--- src/rtl/ram_pkg.sv ---
// Shared definitions for the byte-enable single-port RAM: read-during-write modes,
// clear-engine state encoding and the lane-merge helper.
package ram_pkg;

  localparam int RDW_READ_FIRST  = 0;
  localparam int RDW_WRITE_FIRST = 1;
  localparam int RDW_NO_CHANGE   = 2;

  // Widest word the merge helper handles; callers zero-extend and truncate.
  localparam int MERGE_MAX_WIDTH = 256;

  typedef enum logic {
    ST_IDLE  = 1'b0,
    ST_CLEAR = 1'b1
  } clrState_e;

  typedef logic [MERGE_MAX_WIDTH-1:0] mergeWord_t;

  // Lanes whose enable bit is set take newWord, the rest keep oldWord.
  function automatic mergeWord_t merge(input mergeWord_t oldWord,
                                       input mergeWord_t newWord,
                                       input mergeWord_t be,
                                       input int         laneWidth);
    mergeWord_t result;
    logic [7:0] lane;
    result = oldWord;
    for (int i = 0; i < MERGE_MAX_WIDTH; i++) begin
      lane = 8'(i / laneWidth);
      if (be[lane]) result[i] = newWord[i];
    end
    return result;
  endfunction

endpackage

--- src/rtl/ram_clear_fsm.sv ---
// Clear engine: sweeps zeros through the array and arbitrates the array write port
// between the sweep and user writes.
module ram_clear_fsm
  import ram_pkg::*;
#(
  parameter int ADDR_WIDTH     = 4,
  parameter int DATA_WIDTH     = 8,
  parameter int NUM_LANES      = 2,
  parameter int RAM_DEPTH      = 1 << ADDR_WIDTH,
  parameter int CLEAR_ON_RESET = 1
) (
  input  logic                  clk,
  input  logic                  rst,
  input  logic                  clr,
  input  logic                  userWe,
  input  logic [NUM_LANES-1:0]  userBe,
  input  logic [ADDR_WIDTH-1:0] userAddr,
  input  logic [DATA_WIDTH-1:0] userData,
  output logic                  busy,
  output logic                  memWe,
  output logic [NUM_LANES-1:0]  memBe,
  output logic [ADDR_WIDTH-1:0] memAddr,
  output logic [DATA_WIDTH-1:0] memData
);

  localparam logic [ADDR_WIDTH-1:0] LAST_ADDR = ADDR_WIDTH'(RAM_DEPTH - 1);

  clrState_e             state, stateNext;
  logic [ADDR_WIDTH-1:0] clrAddr, clrAddrNext;

  // NOTE: registers use non-blocking assignments so every flop samples pre-edge values.
  always_ff @(posedge clk) begin
    if (rst) begin
      state   <= (CLEAR_ON_RESET != 0) ? ST_CLEAR : ST_IDLE;
      clrAddr <= '0;
    end else begin
      state   <= stateNext;
      clrAddr <= clrAddrNext;
    end
  end

  // NOTE: every output gets a default first so no path through the case infers a latch.
  always_comb begin
    stateNext   = state;
    clrAddrNext = clrAddr;
    memWe       = userWe;
    memBe       = userBe;
    memAddr     = userAddr;
    memData     = userData;
    case (state)
      ST_IDLE: begin
        if (clr) begin
          stateNext   = ST_CLEAR;
          clrAddrNext = '0;
        end
      end
      ST_CLEAR: begin
        // User writes are dropped; clr is ignored so a sweep never restarts.
        memWe       = 1'b1;
        memBe       = '1;
        memAddr     = clrAddr;
        memData     = '0;
        clrAddrNext = clrAddr + 1'b1;
        if (clrAddr == LAST_ADDR) stateNext = ST_IDLE;
      end
      default: stateNext = ST_IDLE;
    endcase
  end

  assign busy = (state == ST_CLEAR);

endmodule

--- src/rtl/ram_sp_be_clr.sv ---
// Single-port synchronous RAM with lane write enables, selectable read-during-write
// behaviour, optional output register and a zeroing clear engine.
module ram_sp_be_clr
  import ram_pkg::*;
#(
  parameter int  DATA_WIDTH     = 8,
  parameter int  LANE_WIDTH     = 4,
  parameter int  ADDR_WIDTH     = 4,
  parameter int  RAM_DEPTH      = 1 << ADDR_WIDTH,
  parameter int  RDW_MODE       = RDW_READ_FIRST,
  parameter int  OUT_REG        = 0,
  parameter int  CLEAR_ON_RESET = 1,
  localparam int NUM_LANES      = DATA_WIDTH / LANE_WIDTH
) (
  input  logic                  clk,
  input  logic                  rst,
  input  logic [ADDR_WIDTH-1:0] addrIn,
  input  logic [DATA_WIDTH-1:0] dataIn,
  input  logic                  we,
  input  logic [NUM_LANES-1:0]  be,
  input  logic                  oe,
  input  logic                  clr,
  output logic [DATA_WIDTH-1:0] dataOut,
  output logic                  dataValid,
  output logic                  busy
);

  logic [DATA_WIDTH-1:0] mem [RAM_DEPTH];

  logic                  memWe;
  logic [NUM_LANES-1:0]  memBe;
  logic [ADDR_WIDTH-1:0] memAddr;
  logic [DATA_WIDTH-1:0] memData;

  ram_clear_fsm #(
    .ADDR_WIDTH    (ADDR_WIDTH),
    .DATA_WIDTH    (DATA_WIDTH),
    .NUM_LANES     (NUM_LANES),
    .RAM_DEPTH     (RAM_DEPTH),
    .CLEAR_ON_RESET(CLEAR_ON_RESET)
  ) uClearFsm (
    .clk     (clk),
    .rst     (rst),
    .clr     (clr),
    .userWe  (we),
    .userBe  (be),
    .userAddr(addrIn),
    .userData(dataIn),
    .busy    (busy),
    .memWe   (memWe),
    .memBe   (memBe),
    .memAddr (memAddr),
    .memData (memData)
  );

  // NOTE: the array is not reset; the clear engine zeroes it, keeping it mappable to block RAM.
  always_ff @(posedge clk) begin
    for (int i = 0; i < NUM_LANES; i++) begin
      if (memWe && memBe[i])
        mem[memAddr][i*LANE_WIDTH +: LANE_WIDTH] <= memData[i*LANE_WIDTH +: LANE_WIDTH];
    end
  end

  logic [DATA_WIDTH-1:0] mergedWord;
  logic                  readLaunch;
  logic [DATA_WIDTH-1:0] rdData;
  logic                  rdValid;

  always_comb begin
    mergedWord = DATA_WIDTH'(merge(mergeWord_t'(mem[addrIn]), mergeWord_t'(dataIn),
                                   mergeWord_t'(be), LANE_WIDTH));
  end

  // NO_CHANGE suppresses the read entirely when it collides with a write.
  assign readLaunch = oe && !busy && !(RDW_MODE == RDW_NO_CHANGE && we);

  always_ff @(posedge clk) begin
    if (rst) begin
      rdData  <= '0;
      rdValid <= 1'b0;
    end else begin
      rdValid <= readLaunch;
      if (readLaunch)
        rdData <= (RDW_MODE == RDW_WRITE_FIRST && we) ? mergedWord : mem[addrIn];
    end
  end

  generate
    if (OUT_REG != 0) begin : gOutReg
      logic [DATA_WIDTH-1:0] outData;
      logic                  outValid;

      always_ff @(posedge clk) begin
        if (rst) begin
          outData  <= '0;
          outValid <= 1'b0;
        end else begin
          outValid <= rdValid;
          if (rdValid) outData <= rdData;
        end
      end

      assign dataOut   = outData;
      assign dataValid = outValid;
    end else begin : gNoOutReg
      assign dataOut   = rdData;
      assign dataValid = rdValid;
    end
  endgenerate

endmodule

--- config.mk ---
export PLATFORM = sky130hd
export DESIGN_NAME = ram_sp_be_clr
export DESIGN_NICKNAME = d
export VERILOG_FILES = /design/src/rtl/ram_pkg.sv /design/src/rtl/ram_clear_fsm.sv /design/src/rtl/ram_sp_be_clr.sv
export SDC_FILE = /design/constraint.sdc
export NUM_CORES = 1
export LEC_CHECK = 0
export BUFFER_PORTS_ARGS = -buffer_cell sky130_fd_sc_hd__buf_4
export CAP_MARGIN = 15
export CELL_PAD_IN_SITES_DETAIL_PLACEMENT = 0
export CELL_PAD_IN_SITES_GLOBAL_PLACEMENT = 2
export CORE_MARGIN = 2
export CORE_UTILIZATION = 50
export DETAILED_ROUTE_END_ITERATION = 7
export PLACE_DENSITY = 0.81
export SETUP_SLACK_MARGIN = 0.02
export SLEW_MARGIN = 20
export SYNTH_ARGS = -nofsm -noshare
export SYNTH_HDL_FRONTEND = slang
export SYNTH_SLANG_ARGS = --single-unit
--- constraint.sdc ---
create_clock -name clk -period 4.2 [get_ports clk]
set_input_delay 0.84 -clock clk [delete_from_list [all_inputs] [get_ports clk]]
set_output_delay 0.84 -clock clk [all_outputs]
set_load 0.005 [all_outputs]
==> impl_results.md <==
- Commonest non-fill, non-tap cells in the layout: edfxtp_1, nor2_1, buf_4
- Fin. max-slew vios: 0
- Setup violators final: 0
- Reg2reg path depth: 3
- Setup_tns: 0 ns
- FILL cells: 854
- DRT iter0 DRCs: 189
- Worst setup endpoint: mem[5][5]
- Run status: completed
- # diodes: 0
- # resized after CTS: 0
- Worst Path Buf+Inv: 1
- Total core area: 11300 um2
- Crit-path max FO: 38
- RSZ-0062 raised after global routing: false
- TritonCTS buffer count: 17
- Worst skew pair latency: a little over 0.4 ns
- Pin count of the biggest net entering global routing: 39
- Register area share after synthesis: 71.8%
- IO buf count: 28
- Clock sink total: approximately 140
- CP startpoint kind: input pin
- # hold bufs at CTS: 0
- Cell Area, Synth: 5740 um2
- Place WS: 1.23 ns
- Vert. Die Dim: 111 um
- Yosys warns: 0
- Die ar.: 12400 um2
- Register bit count reported by yosys: approximately 140
- H-tree levels: 4
- Pwr/cell area: 476 nW/um2
- Critical path's largest stage delay: around 0.52 ns
- RR Startpoint: uClearFsm.busy
- HPWL after DPL: 7410 um
- Maximum vdd drop: 0.000336 V
- Global-route wire length before repair: 17600 um
- Sequence of cells on the critical path: buf_4, and2b_1, a32oi_2, or2_1, nor2_1
- Minimum clock period: 2.49 ns
- Number of core rows: 39
- Reg2Reg Setup Slack: ~1.9 ns
- Clock skew: 0.00648 ns
- Final Cycle Share: 59.3%
- Multi-input logic area: 1510 um2
- CTS tree: done
- # DRC: 0
- Vias/cell: approximately 6
- Number of antenna violations at the first check in global routing: 0
- GRT Total Usage: between 10% and 20%
- Die Wd: 111 um
- Syn avg cell area: 18.3 um2
- Vias: about 3000
- Share of layout cells above drive strength 1: 26.7%
- Commonest non-fill, non-tap cell in the layout: edfxtp_1
- GRT overflow: 0
- Leakage power: about 0.0023 uW
- Placed cell count: about 470
- Slew headroom: ~27%
- Clock tree root buffer cell: clkbuf_16
- Post-Synthesis Cells: 313
- Final Worst Setup Slack: 1.71 ns
- Final Hold Vio Count: 0
- Starting density of the core: 50.7%
- Overall routed net length: 11200 um
- Crit path depth: 5
- Syn Nets: 333
- Storage cell area: 4130 um2
- CP arrival: 2.54 ns
- Max cap viols: 0
- GPL Wtd Cong: between 0.7 and 0.8
- Top cell type's share of synthesized area: 67.0%
- Clk pin slew, worst setup/hold paths: 0.05 ns
- Crit path kind: in2reg
- Maximum clock path buffer count: 2
- Worst Tran Pin Value: 1.09 ns
- Worst path slowest cell: buf_4
- WP data required: 4.25 ns
- Io pins: 29
- Critical R2R Capture: mem[8][6]
- Number of nets in the layout: 369
- Area leader, netlist: edfxtp_1
- Crit path from: addrIn[2]
- Area grow syn2layout: 15.6%
- DRT Pass-1 Iters: 4
- WL/cell: 22.3 um
- FMAX: 402 MHz
- Crit. End Element: flip-flop
- Layout Cells excl Fill: between 500 and 600
- Crit-path leading delay family: simple AND/OR/NAND/NOR gates
- Vias in the first global route: 3023
- Setup repair bufs after CTS: 0
- Remaining antenna violation count: 0
- Hold WC Path Type: reg2reg
- Unique masters post-synth: 36
- Synth top area cells: edfxtp_1, mux4_2, dfxtp_1
[routing by layer]
metal	vias to the layer above	GRT usage [%]	part of all wire (%)
met2	82	30.6	49
li1	1334	-	-
met3	12	4.59	4.4
met1	1503	27.7	45
met4	0	6.34	1.1
met5	-	0	0
[stage by stage]
step	hold slack [ns]	power, uW	instance area (um2)	utilization (%)
after CTS	0.498	3180	6630	58.6
after detailed placement	0.482	1740	6060	53.5
after global routing	0.520	3260	6640	58.6
after global placement	0.483	1740	6050	53.5
after floorplan	0.466	1690	5740	-
final	0.500	3160	6640	58.6
[power breakdown]
part / internal (uW) / switching [uW] / total [uW]
combinational: 68.8 / 80.7 / 149
sequential: 1550 / 10.9 / 1560
clock: 916 / 532 / 1450
[kinds of logic (layout without fill, tap and decap cells)]
| family | count (synthesis) | after routing | share of synthesized area (%) |
|---|---|---|---|
| simple gates | 66 | 66 | 5.62 |
| fa+ha+maj | 1 | 1 | 0.218 |
| flops | 142 | 142 | 71.8 |
| compound gates | 36 | 36 | 5.01 |
| mux | 48 | 48 | 15.2 |
| buf+inv | 20 | 67 | 2.07 |
[cell usage after synthesis (all sizes together)]
library cell	instances
edfxtp	128
nor2	36
mux4	30
mux2i	18
dfxtp	14
nor2b	12
buf	11
or2	9
a32oi	8
a2bb2oi	7
inv	7
o21ai	7
a21oi	5
a311oi	3
a2111oi	2
clkbuf	2
nand2	2
nand2b	2
a21o	1
a221o	1
a31oi	1
and2b	1
ha	1
nand3	1
nand4	1
nor3	1
nor3b	1
o21a	1
[worst register-to-register path, stage by stage (launching register included)]
cell	delay (ns)
dfxtp_2	0.72
a32oi_1	0.42
or2_2	0.46
nor2_1	0.40
[state kept, by name, indices dropped and copies added (netlist names)]
register and count:
uClearFsm.clrAddr 4, dataValid 1, mem 128, uClearFsm.busy 1, dataOut 8
[cell type report]
| type | count | share of cell area, % |
|---|---|---|
| Tap cell | 143 | 2.70 |
| Timing Repair Buffer | 30 | 3.39 |
| Multi-Input combinational cell | 151 | 22.7 |
| Clock inverter | 13 | 2.26 |
| Clock buffer | 17 | 6.41 |
| Sequential cell | 142 | 62.2 |
| Inverter | 7 | 0.396 |
[worst min-delay path by stage]
stage / from / cells past startpoint / endpoint / slack, ns
2_1_floorplan: dataOut[0] / 2 / dataOut[0] / 0.47
3_3_place_gp: dataOut[5] / 2 / dataOut[5] / 0.48
3_5_place_dp: dataOut[5] / 2 / dataOut[5] / 0.48
4_1_cts: dataOut[5] / 2 / dataOut[5] / 0.50
5_1_grt: dataOut[5] / 2 / dataOut[5] / 0.52
6_report: dataOut[5] / 2 / dataOut[5] / 0.50
No activity file was read; power rests on OpenSTA's default activity.
